==> src/rtl/vga_timing_gen.sv <==
// vga_timing_gen: parametrised VGA sync/DE/blanking generator.
//   clk, rst        sole clock, synchronous active-high reset
//   en              run enable; low freezes divider, counters, pipeline, outputs
//   pixel_in        pixel for the position requested PIX_LAT ticks earlier
//   pos_x, pos_y    requested position (raw counters)
//   req             requested position is visible (and block running)
//   pixel_out, hsync, vsync, de        registered outputs to the DAC/pins
//   frame_start, line_start            one-clk pulses with (0,0) / x=0 on outputs
module vga_timing_gen #(
  parameter int                 H_ACTIVE    = 640,
  parameter int                 H_FP        = 16,
  parameter int                 H_SYNC      = 96,
  parameter int                 H_BP        = 48,
  parameter int                 V_ACTIVE    = 480,
  parameter int                 V_FP        = 10,
  parameter int                 V_SYNC      = 2,
  parameter int                 V_BP        = 33,
  parameter logic               HS_POL      = 1'b0,
  parameter logic               VS_POL      = 1'b0,
  parameter int                 COLOR_W     = 12,
  parameter logic [COLOR_W-1:0] BLANK_COLOR = '0,
  parameter int                 PIX_LAT     = 1,
  parameter int                 CLK_DIV     = 1,
  localparam int                H_TOTAL     = H_ACTIVE + H_FP + H_SYNC + H_BP,
  localparam int                V_TOTAL     = V_ACTIVE + V_FP + V_SYNC + V_BP,
  localparam int                XW          = $clog2(H_TOTAL),
  localparam int                YW          = $clog2(V_TOTAL)
) (
  input  logic               clk,
  input  logic               rst,
  input  logic               en,
  input  logic [COLOR_W-1:0] pixel_in,
  output logic [XW-1:0]      pos_x,
  output logic [YW-1:0]      pos_y,
  output logic               req,
  output logic [COLOR_W-1:0] pixel_out,
  output logic               hsync,
  output logic               vsync,
  output logic               de,
  output logic               frame_start,
  output logic               line_start
);

  localparam int DW = (CLK_DIV > 1) ? $clog2(CLK_DIV) : 1;
  localparam logic [DW-1:0] DIV_LAST = DW'(CLK_DIV - 1);

  localparam logic [XW-1:0] X_LAST = XW'(H_TOTAL - 1);
  localparam logic [XW-1:0] X_ACT  = XW'(H_ACTIVE);
  localparam logic [XW-1:0] X_HS0  = XW'(H_ACTIVE + H_FP);
  localparam logic [XW-1:0] X_HS1  = XW'(H_ACTIVE + H_FP + H_SYNC);
  localparam logic [YW-1:0] Y_LAST = YW'(V_TOTAL - 1);
  localparam logic [YW-1:0] Y_ACT  = YW'(V_ACTIVE);
  localparam logic [YW-1:0] Y_VS0  = YW'(V_ACTIVE + V_FP);
  localparam logic [YW-1:0] Y_VS1  = YW'(V_ACTIVE + V_FP + V_SYNC);

  typedef struct packed {
    logic active;
    logic hs;
    logic vs;
    logic fs;
    logic ls;
  } ctrl_t;

  logic [DW-1:0]      div_q, div_d;
  logic               tick;
  logic [XW-1:0]      x_q, x_d;
  logic [YW-1:0]      y_q, y_d;
  ctrl_t              ctrl_now;
  ctrl_t              ctrl_src;
  logic               de_q, de_d;
  logic [COLOR_W-1:0] pix_q, pix_d;
  logic               hs_q, hs_d;
  logic               vs_q, vs_d;
  logic               fs_q, fs_d;
  logic               ls_q, ls_d;

  // Clock-enable divider; with CLK_DIV=1 div_q stays 0 and tick follows en.
  always_comb begin
    tick  = en & (div_q == DIV_LAST);
    div_d = div_q;
    if (en) begin
      div_d = tick ? '0 : div_q + 1'b1;
    end
  end

  always_comb begin
    x_d = x_q;
    y_d = y_q;
    if (tick) begin
      if (x_q == X_LAST) begin
        x_d = '0;
        y_d = (y_q == Y_LAST) ? '0 : y_q + 1'b1;
      end else begin
        x_d = x_q + 1'b1;
      end
    end
  end

  always_comb begin
    ctrl_now        = '0;
    ctrl_now.active = (x_q < X_ACT) & (y_q < Y_ACT);
    ctrl_now.hs     = (x_q >= X_HS0) & (x_q < X_HS1);
    ctrl_now.vs     = (y_q >= Y_VS0) & (y_q < Y_VS1);
    ctrl_now.fs     = (x_q == '0) & (y_q == '0);
    ctrl_now.ls     = (x_q == '0) & (y_q < Y_ACT);
  end

  // Controls are delayed by PIX_LAT ticks so they meet pixel_in from the
  // external source; a zero-latency build feeds the output stage directly.
  generate
    if (PIX_LAT == 0) begin : g_nolat
      assign ctrl_src = ctrl_now;
    end else begin : g_lat
      localparam int unsigned PL = PIX_LAT;
      ctrl_t pipe_q [PL];
      ctrl_t pipe_d [PL];

      always_comb begin
        pipe_d = pipe_q;
        if (tick) begin
          pipe_d[0] = ctrl_now;
          for (int unsigned i = 1; i < PL; i++) begin
            pipe_d[i] = pipe_q[i-1];
          end
        end
      end

      always_ff @(posedge clk) begin
        if (rst) begin
          for (int unsigned i = 0; i < PL; i++) begin
            pipe_q[i] <= '0;
          end
        end else begin
          pipe_q <= pipe_d;
        end
      end

      assign ctrl_src = pipe_q[PL-1];
    end
  endgenerate

  always_comb begin
    de_d  = de_q;
    pix_d = pix_q;
    hs_d  = hs_q;
    vs_d  = vs_q;
    fs_d  = 1'b0;
    ls_d  = 1'b0;
    if (tick) begin
      de_d  = ctrl_src.active;
      pix_d = ctrl_src.active ? pixel_in : BLANK_COLOR;
      hs_d  = ctrl_src.hs ? HS_POL : ~HS_POL;
      vs_d  = ctrl_src.vs ? VS_POL : ~VS_POL;
      fs_d  = ctrl_src.fs;
      ls_d  = ctrl_src.ls;
    end
  end

  always_ff @(posedge clk) begin
    if (rst) begin
      div_q <= '0;
      x_q   <= '0;
      y_q   <= '0;
      de_q  <= 1'b0;
      pix_q <= BLANK_COLOR;
      hs_q  <= ~HS_POL;
      vs_q  <= ~VS_POL;
      fs_q  <= 1'b0;
      ls_q  <= 1'b0;
    end else begin
      div_q <= div_d;
      x_q   <= x_d;
      y_q   <= y_d;
      de_q  <= de_d;
      pix_q <= pix_d;
      hs_q  <= hs_d;
      vs_q  <= vs_d;
      fs_q  <= fs_d;
      ls_q  <= ls_d;
    end
  end

  assign pos_x       = x_q;
  assign pos_y       = y_q;
  assign req         = ctrl_now.active & en & ~rst;
  assign pixel_out   = pix_q;
  assign hsync       = hs_q;
  assign vsync       = vs_q;
  assign de          = de_q;
  assign frame_start = fs_q;
  assign line_start  = ls_q;

endmodule

==> config.mk <==
export PLATFORM = sky130hd
export DESIGN_NAME = vga_timing_gen
export DESIGN_NICKNAME = d
export VERILOG_FILES = /design/src/rtl/vga_timing_gen.sv
export SDC_FILE = /design/constraint.sdc
export NUM_CORES = 1
export LEC_CHECK = 0
export CORE_ASPECT_RATIO = 0.75
export CORE_MARGIN = 3
export CORE_UTILIZATION = 30
export DETAILED_ROUTE_END_ITERATION = 12
export MAX_ROUTING_LAYER = met4
export PLACE_DENSITY_LB_ADDON = 0.1
export SYNTH_ARGS = -nofsm -noshare
export SYNTH_HDL_FRONTEND = slang
export SYNTH_SLANG_ARGS = --single-unit
==> constraint.sdc <==
create_clock -name clk -period 3.44 [get_ports clk]
set_input_delay 0.86 -clock clk [delete_from_list [all_inputs] [get_ports clk]]
set_output_delay 0.86 -clock clk [all_outputs]
set_load 0.01 [all_outputs]
# Word-level counts from Yosys, hierarchy flattened
# Index checks and enable logic that the tools add are counted.
dict set report totals {
  ff_bits 43
  input_bits 15
  out_inout_bits 38
}
dict set report op_classes {
  n_addsub 3
  n_lt_le_gt_ge 6
  eq_ne 2
  muxes 6
  bitwise 11
  n_reduce_logical 4
}
# operator n
set op_table {}
lappend op_table {{10-bit by 1-bit adder with 10-bit output, second input constant} 2}
lappend op_table {{10-bit == test, second input constant} 2}
lappend op_table {{10-bit zero test} 2}
lappend op_table {{10-bit < comparator, second input constant} 2}
lappend op_table {{10-bit by 9-bit < comparator with 1-bit output, second input constant} 2}
lappend op_table {{10-bit two-way mux} 2}
lappend op_table {{12-bit two-way mux} 1}
lappend op_table {{10-bit greater-or-equal comparator, second input constant} 1}
lappend op_table {{10-bit by 9-bit greater-or-equal comparator with 1-bit output, second input constant} 1}
lappend op_table {{1-bit bitwise AND} 8}
lappend op_table {{1-bit two-way mux} 3}
lappend op_table {{1-bit inverter} 3}
lappend op_table {{2-bit AND reduction} 1}
lappend op_table {{2-bit OR reduction} 1}
lappend op_table {{1-bit adder, second input constant} 1}

# Depth between registers and ports, before layout
# Gate-level depths: netlist (run 1).
dict set report logic_depth {
  depth_word 4
  ltp_mapped 6
  ltp_nobuf 6
}

# Worst setup path after synthesis (run 1)
# OpenSTA, ideal clock, no wires.
dict set report synth_path {
  path_kind {input to register}
  from {input en}
  to {register y_q[8] (netlist: pos_y[8])}
  arrival_ns 2.025
  t_required_ns 3.354
  setup_slack_ns 1.329
  cell_stages 5
  cell_sequence {nand3b_4 buf_6 nor4_1 mux2_2 a211oi_1}
}
dict set report synth_via {
  elab_chain_len 2
}
# element line
set synth_rtl {}
lappend synth_rtl {{start: declaration} 31} ;# input logic en,
lappend synth_rtl {{1-bit bitwise AND} 79} ;# tick = en & (div_q == DIV_LAST);
lappend synth_rtl {{2-bit AND reduction (no line)} --}
lappend synth_rtl {{end signal: assignment} 173} ;# y_q <= y_d;
lappend synth_rtl {{end: declaration} 67} ;# logic [YW-1:0] y_q, y_d;
# No other way between the ends.
# A chain may end at the register's enable or synchronous reset.

# Worst setup path in the final report (run 1)
dict set report layout_path {
  from {input rst}
  to {output req}
}
dict set report layout_via {
  elab_chain_len 2
}
# element line
set layout_rtl {}
lappend layout_rtl {{start: declaration} 30} ;# input logic rst,
lappend layout_rtl {{1-bit inverter} 185} ;# assign req = ctrl_now.active & en & ~rst;
lappend layout_rtl {{1-bit bitwise AND} 185}
lappend layout_rtl {{end: declaration} 35} ;# output logic req,
# No other way between the ends.

==> qor.txt, run 1 <==
Synth Area in Compound Gates = 10.9%
Period utilization = 90.7%
Wire length on met2 = 2070 um
Mapped Cells = 227
Detailed-route DRC error count = 0
Drt total wl = 4970 um
Post-synthesis sequential area ratio = 43.2%
Fin. Hold Viols = 0
Buffers added on ports = 52
Ys Warns = 0
RePlAce Congestion = 0.792
Slew @ Worst Pin = 0.690 ns
Non-filler cells, final = 359
Area of the die = 7660 um^2
Worst path required time = 2.58 ns
Mux cell area share after synthesis = 2.07%
Status = finished, final reports clean
Top area cells in the synthesized netlist = dfxtp_1, nand2_1, nand3_1
Drt initial violations = 66
Most frequent cells in the layout = clkdlybuf4s50_1, dfxtp_1, nand2_1
Syn avg cell area = 8.77 um^2
Post-CTS setup buffer count = 0
Worst setup path class = in2out
Dpl hpwl = 3610 um
Syn Std Cell Area = 1990 um^2
TritonCTS clock tree = yes
Ant diodes = 0
FFs w/ async S/R, synth = 0%
Crit end category = output pin
RSZ-0062 raised after global routing = false
Adder-Cell Fraction of Synth Area = 3.14%
Post-CTS Resized = 0
Htree depth = 2
Final min period = 3.12 ns
Area Overhead vs Synth = 37.3%
Commonest non-fill, non-tap cell in the layout = clkdlybuf4s50_1
Ys flop type = dfxtp_1
Leading area contributor after synthesis = dfxtp_1
Clock Tree Buf Depth = 2
Via count = 1770
Die X-Extent = 100 um
Static leakage = 0.956 nW
Average wire per standard cell = 13.8 um
Starting Density = 31.2%
Site Rows = 25
Drt pass-1 iters = 7
Nets = 297
Core Footprint = 6380 um^2
Vias in the first global route = 1581
Fmax = 320 MHz
Post-route core utilization = 42.9%
Mapped Nets = 247
Worst skew pair latency = 0.29 ns
#FFs+latches synth = 43
Synth Area in XOR/XNOR = 4.40%
Post-Place Worst Slack = 0.307 ns
Worst-path maximum fanout = 6
Nature of the critical path startpoint = input pin
Placed cell count = 351
TritonCTS Buffers = 5
Critical Path AT = 2.26 ns
Slew Limit Fails = 0
Simple-gate share of the synthesized area = 31.3%
Largest family of logic cells by synthesized area = simple AND/OR/NAND/NOR gates
Setup TNS = 0 ns
Routed met3 length = 239 um
Largest net degree at the start of global routing = 32
CTS Sinks = 43
Synth top area share = 43.2%
Final Skew = 0.00497 ns
I/O pins = 53
Endpoints failing setup = 0
Clock Tree Root = clkbuf_8
Drt via density = 4.93
Max_slew headroom = 53.7%
Remaining antenna violation count = 0
Clock slew at reported path FFs = 0.08 ns
Die Height = 76.6 um
Post-CTS Hold Buffers = 0
First-pass GRT wire length = 8480 um
Setup ws final = 0.319 ns
PD cells = 390 nW/um^2
Share of cells above drive strength 1 = 7.91%
Initial antenna violation count = 0
Worst Hold Class = reg2reg
Number of synthesized flops with an enable pin = 0
Wire length on met1 = 2620 um
DR top layer = met4
Max Cap Viol = 0
Total GRT Usage = 14.1%
VDD IR max = 0.176 mV
Fill count = 672
Post-synth cell types = 50
Global route overflow = 0
==> worst max-delay path: stages <==
cell and delay, ns:
clkdlybuf4s50_1 0.44, inv_1 0.16, and4_1 0.24, clkdlybuf4s50_1 0.56
==> metrics by stage <==
| step | hold slack [ns] | total power [mW] | area, um^2 |
|---|---|---|---|
| final | 0.454 | 1.07 | 2740 |
| after global routing | 0.478 | 1.11 | 2740 |
| after CTS | 0.457 | 1.09 | 2740 |
| after detailed placement | 0.446 | 0.618 | 2600 |
| after global placement | 0.439 | 0.617 | 2600 |
| after floorplan | 0.427 | 0.567 | 1990 |
==> logic make-up (layout without fill, tap and decap cells) <==
group                    after synthesis  in the layout
buffers and inverters                 24             75
XOR/XNOR                              10             10
multiplexers                           4              4
AO/OA/AOI/OAI                         34             34
AND/OR/NAND/NOR                      107            107
adder cells (fa/ha/maj)                5              5
flip-flops                            43             43
==> cell usage after synthesis, types with 2 or more instances <==
master	instances
dfxtp_1	43
inv_1	10
nor2_1	16
nor4b_1	3
clkbuf_1	10
and4_1	3
o211ai_1	2
nand2_1	28
ha_1	5
and3_1	3
mux2i_1	3
nand4_1	3
o31ai_1	2
o21ai_0	2
nand3_1	20
nor4_1	3
a21oi_1	19
xnor2_1	8
buf_1	2
nor3_1	9
or3_1	3
xor2_1	2
==> path summary, 6_finish.rpt <==
| kind | startpoint | endpoint | slack, ns | cells past startpoint |
|---|---|---|---|---|
| max | rst | req | 0.32 | 4 |
| min | pixel_out[10] | pixel_out[10] | 0.45 | 2 |
| max reg2reg | pos_x[0] | pos_y[8] | 1.34 | 5 |
| min reg2reg | pixel_out[10] | pixel_out[10] | 0.45 | 2 |
==> where the power goes <==
part	switching, mW	total [mW]	internal, mW
registers	0.0103	0.519	0.509
clock network	0.174	0.464	0.290
logic	0.0389	0.0849	0.0460
==> registers in the layout, indices dropped and copies added, names as in the netlist <==
register and flops:
pos_x 10, div_q 1, pos_y 10, hsync 1, pixel_out 12, de 1, vsync 1, line_start 1
ctrl_src 5, frame_start 1
==> layer usage <==
metal / vias up / GRT usage, %
li1: 907 / -
met1: 819 / 21.4
met2: 39 / 18.6
met3: 5 / 3.29
met4: 0 / 3.23
met5: - / -
==> area by class of cell <==
cell class                 count  area [um^2]  share of cell area, %
sequential                    43          861                   31.5
tap                           81          101                   3.71
multi-input combinational    160         1030                   37.7
timing repair buffer          57          571                   20.9
clock buffer                   6         72.6                   2.65
clock inverter                 2         60.1                   2.20
inverter                      10         37.5                   1.37
Note: power is estimated with default switching activity, not from simulation.
==> inputs of run 2 (changes only) <==
PLACE_DENSITY = 0.53   (was unset)
PLACE_DENSITY_LB_ADDON = unset   (was 0.1)
==> run 2 against run 1 <==
Compared with the run above:
- first-iteration DRC count rose by 15%
- critical endpoint unchanged
- clock skew is 0.0012 ns lower
- critical path type unchanged
- non-clock buffer count down 1
==> qor.txt, run 2 (synthesis gave the netlist of run 1 again) <==
Drt via density = 4.84 (-1.8%)
Most frequent CP cell = clkdlybuf4s50_1
Power Total = 1.01 mW (-5.5%)
Endpoints failing setup = 0 (unchanged)
TritonCTS Buffers = 5 (unchanged)
Drt pass-1 iters = 4 (-3)
Period utilization = 89.5% (-1.2 points)
Worst-path maximum fanout = 6 (unchanged)
CP max-delay cell = clkdlybuf4s50_1
VDD IR max = 0.152 mV (-14%)
Fill count = 656 (-2.4%)
Drt total wl = 4950 um (-0.40%)
Drt initial violations = 76 (+15%)
Worst skew pair latency = 0.29 ns (about the same)
Site Rows = 25 (unchanged)
I/O pins = 53 (unchanged)
Slew Limit Fails = 0 (unchanged)
Worst setup path class = in2out
Share of cells above drive strength 1 = 7.94% (+0.029 points)
Fin. Hold Viols = 0 (unchanged)
Non-filler cells, final = 358 (-0.28%)
Post-CTS Resized = 0 (unchanged)
Via count = 1733 (-2.1%)
Crit end category = output pin
Worst path cell trace = clkdlybuf4s50_1, inv_1, and4_1, clkdlybuf4s50_1
RSZ-0062 raised after global routing = false
Remaining antenna violation count = 0 (unchanged)
Setup ws final = 0.361 ns (+0.0420 ns)
Final Skew = 0.00376 ns (-0.00121 ns)
Nets = 296 (-0.34%)
Most frequent cells in the layout = clkdlybuf4s50_1, dfxtp_1, nand2_1
PD cells = 374 nW/um^2 (-4.3%)
TritonCTS clock tree = yes
Max Cap Viol = 0 (unchanged)
Total GRT Usage = 14.0% (-0.15 points)
First-pass GRT wire length = 8520 um (+0.48%)
Buffers added on ports = 52 (unchanged)
Largest net degree at the start of global routing = 32 (unchanged)
Die Height = 76.6 um (unchanged)
Static leakage = 0.942 nW (-1.4%)
Average wire per standard cell = 13.8 um (-0.12%)
Reg2Reg Setup Slack = 1.37 ns (+0.03 ns)
Max FFs per register = 12 (unchanged)
Commonest non-fill, non-tap cell in the layout = clkdlybuf4s50_1
Worst path required time = 2.58 ns (about the same)
Max incr delay on CP = 0.56 ns (about the same)
Global route overflow = 0 (unchanged)
Final min period = 3.08 ns (-0.0420 ns)
Clock slew at reported path FFs = 0.08 ns (about the same)
Post-CTS setup buffer count = 0 (unchanged)
Max_slew headroom = 44.3% (-9.4 points)
Slew @ Worst Pin = 0.836 ns (+0.146 ns)
Dpl hpwl = 3520 um (-2.6%)
Nature of the critical path startpoint = input pin
Post-CTS Hold Buffers = 0 (unchanged)
Area of the die = 7660 um^2 (unchanged)
Clock Tree Root = clkbuf_8
Die X-Extent = 100 um (unchanged)
Fmax = 325 MHz (+1.4%)
Ant diodes = 0 (unchanged)
Vias in the first global route = 1668 (+5.5%)
RePlAce Congestion = 0.830 (+4.9%)
Initial antenna violation count = 0 (unchanged)
Status = finished, final reports clean
Post-route core utilization = 42.3% (-0.55 points)
Area Overhead vs Synth = 35.6%
Htree depth = 2 (unchanged)
Post-Place Worst Slack = 0.352 ns (+0.0446 ns)
Detailed-route DRC error count = 0 (unchanged)
Top Family by Delay on Critical Path = buffers and inverters
Worst Hold Class = reg2reg
Clock Tree Buf Depth = 2 (unchanged)
Setup TNS = 0 ns (unchanged)
CP Buf/Inv Count = 3 (unchanged)
Core Footprint = 6380 um^2 (unchanged)
Starting Density = 31.2% (unchanged)
Placed cell count = 350 (-0.28%)
CTS Sinks = 43 (unchanged)
Critical Path AT = 2.22 ns (-0.04 ns)
## run 2: path summary, 6_finish.rpt
check / cells past startpoint / to / start
worst max-delay path: 4 / req / rst
worst min-delay path: 2 / ctrl_src[1] / ctrl_src[1]
worst max register to register: 5 / pos_y[8] / pos_x[0]
worst min register to register: 2 / ctrl_src[1] / ctrl_src[1]
## run 2: final cells by class
class	count	area (um^2)	area share (%)
clock inverter	2	35.0	1.30
tap	81	101	3.75
multi-input combinational	160	1030	38.2
sequential	43	861	31.9
timing repair buffer	56	551	20.4
inverter	10	37.5	1.39
clock buffer	6	82.6	3.06
## run 2: per-stage QoR
step                      area, um^2  hold WS, ns
final                           2700        0.453
after global placement          2580        0.439
after CTS                       2700        0.457
after global routing            2700        0.477
after floorplan                 1990        0.427
after detailed placement        2580        0.447
## run 2: where the power goes
| part | leakage (nW) | total (mW) | internal, mW | switching (mW) |
|---|---|---|---|---|
| Clock | 0.0612 | 0.408 | 0.235 | 0.173 |
| Combinational | 0.532 | 0.0823 | 0.0438 | 0.0385 |
| Sequential | 0.349 | 0.519 | 0.509 | 0.0105 |
| Total | 0.942 | 1.01 | 0.788 | 0.222 |
## run 2: tightest hold or removal path, stage by stage (launching register included)
cell and delay, ns:
dfxtp_1 0.31, nand2_1 0.05, a21oi_1 0.05
## run 2: per-layer routing
layer / track usage [%] / wire [um]
met1: 21.1 / 2710
met2: 18.8 / 1950
met3: 3.11 / 267
met4: 2.83 / 25
met5: - / 0
==> variant: new RTL, config.mk and constraints of run 2 <==
Put one more register stage on the output `pos_y`, without a reset. The value now appears one clock later. The other outputs are not delayed to match.
--- a/src/rtl/vga_timing_gen.sv
+++ b/src/rtl/vga_timing_gen.sv
@@ -182,5 +182,7 @@
 
   assign pos_x       = x_q;
-  assign pos_y       = y_q;
+  always_ff @(posedge clk) begin
+    pos_y <= y_q;
+  end
   assign req         = ctrl_now.active & en & ~rst;
   assign pixel_out   = pix_q;
Behaviour: same outputs for any inputs over 10 cycles, from zero or initial values and one cycle with rst high; that may be too few to reach the edited logic, so the function may still have changed.
==> variant against run 2 <==
  * Cell area increased by 3.4%
  * Count of clock-buffer cells in the layout unchanged
  * Sequential cell count increased by 10
  * Power increased by 5.8%
  * Clock power decreased by 13%
  * Routed wire length increased by 2.3%
  * Area after synthesis increased by 5.5%
  * Setup slack got worse by 37 ps
  * Fmax decreased by 1.2%
==> variant: results <==
group,metric,value,unit
run_status,status,"finished clean",
power_and_ir_drop,leakage,0.000946,uW
global_route,grt_pass1_wl,8290,um
global_route,grt_pass1_vias,1688,
finish,seqCellArea,1060,um^2
sta,tightest_slew,854,ps
global_route,grt_use_total,13.2,%
clock_tree,clockRootBuffer,"clkbuf_8",
critical_path,worstPathArrival,2260,ps
finish,buf_share,19.7,%
synthesis,synth_compound_area_share,13.5,%
synthesis,synth_mux_area_share,0,%
finish,n_all_buffers,56,
clock_tree,cts.reportedPaths.clkPinSlew,100,ps
finish,clk_share,3.09,%
finish,multi_input_gates,169,
placed_design,globalplace.congestion,0.812,
synthesis,ys_async_sr_fraction,0,%
detailed_routing,wl_per_cell,13.6,um
clock_tree,post_cts_buffers,0,
finish,inv_count,6,
finish,multi_input_area_share,34.8,%
synthesis,synthXorXnorAreaFrac,2.08,%
synthesis,syn_nets,260,
finish,finalNetCount,311,
finish,diodes,0,
synthesis,synth-seq-area-share,50.5,%
global_route,antenna_found_initial,0,
synthesis,yosys.area_share.adder,2.98,%
placed_design,placed_area,2710,um^2
detailed_routing,drt_iter0_markers,52,
finish,fill_cells,654,
detailed_routing,drt-pass1-iter-count,4,
clock_tree,clock_path_buffers,2,
detailed_routing,via_per_inst,4.93,
placed_design,place_hpwl,3430,um
synthesis,netlist_top_cells_area,"dfxtp_1, a21oi_1, nand2_1, nand3_1, ha_1",
power_and_ir_drop,ir_worst_vdd,0.000175,V
finish,final_core_util,42.7,%
synthesis,yosysUniqueCellTypes,38,
power_and_ir_drop,swShare,23.9,%
sta,skew,7.51,ps
synthesis,ys_top_cells_by_count,"dfxtp_1, nand2_1, a21oi_1, nand3_1",
clock_tree,numClockSinks,53,
finish,clock_buffers,6,
clock_tree,post_cts_resized,0,
finish,drive_gt1_share,4.79,%
==> variant: stage by stage <==
step | setup slack [ps] | cells
after CTS | 302 | 373
after floorplan | 1150 | 240
final | 324 | 373
after detailed placement | 279 | 365
after global placement | 300 | 365
after global routing | 267 | 373
==> variant: kinds of logic (layout without fill, tap and decap cells) <==
logic type | after synthesis | count (layout)
AOI/OAI and AO/OA | 50 | 50
adders and majority gates | 5 | 5
xor gates and xnor gates | 5 | 5
DFF | 53 | 53
and+or+nand+nor | 109 | 109
buffers and inverters | 18 | 70
==> variant: layer usage <==
metal  track usage [%]  vias up  wire [um]
met5                 -        -          0
met3              3.20        2        240
met4              3.41        0         27
met2              17.7       51       2110
met1              19.7      836       2690
li1                  -      949          -
==> variant: power groups by stage <==
| stage | clock [uW] | sequential (uW) | combinational, uW |
|---|---|---|---|
| global route | 400 | 636 | 87.9 |
| floorplan | 0 | 648 | 34.4 |
| global placement | 0 | 648 | 81.0 |
| finish | 355 | 633 | 79.8 |
| detailed placement | 0 | 647 | 80.8 |
| CTS | 371 | 634 | 81.1 |
==> variant: path summary, 6_finish.rpt <==
kind | startpoint | slack, ps | to | cells past startpoint
max | en | 320 | req | 3
min | y_q[7]$_SDFFE_PP0P_ | 420 | pos_y[7]$_DFF_P_ | 0
max reg2reg | pos_x[1]$_SDFFE_PP0P_ | 1170 | y_q[3]$_SDFFE_PP0P_ | 6
min reg2reg | y_q[7]$_SDFFE_PP0P_ | 420 | pos_y[7]$_DFF_P_ | 0
==> variant: critical path, cell delays in order <==
cell,delay [ps]
clkdlybuf4s50_1,620
and4b_1,240
clkdlybuf4s50_1,530
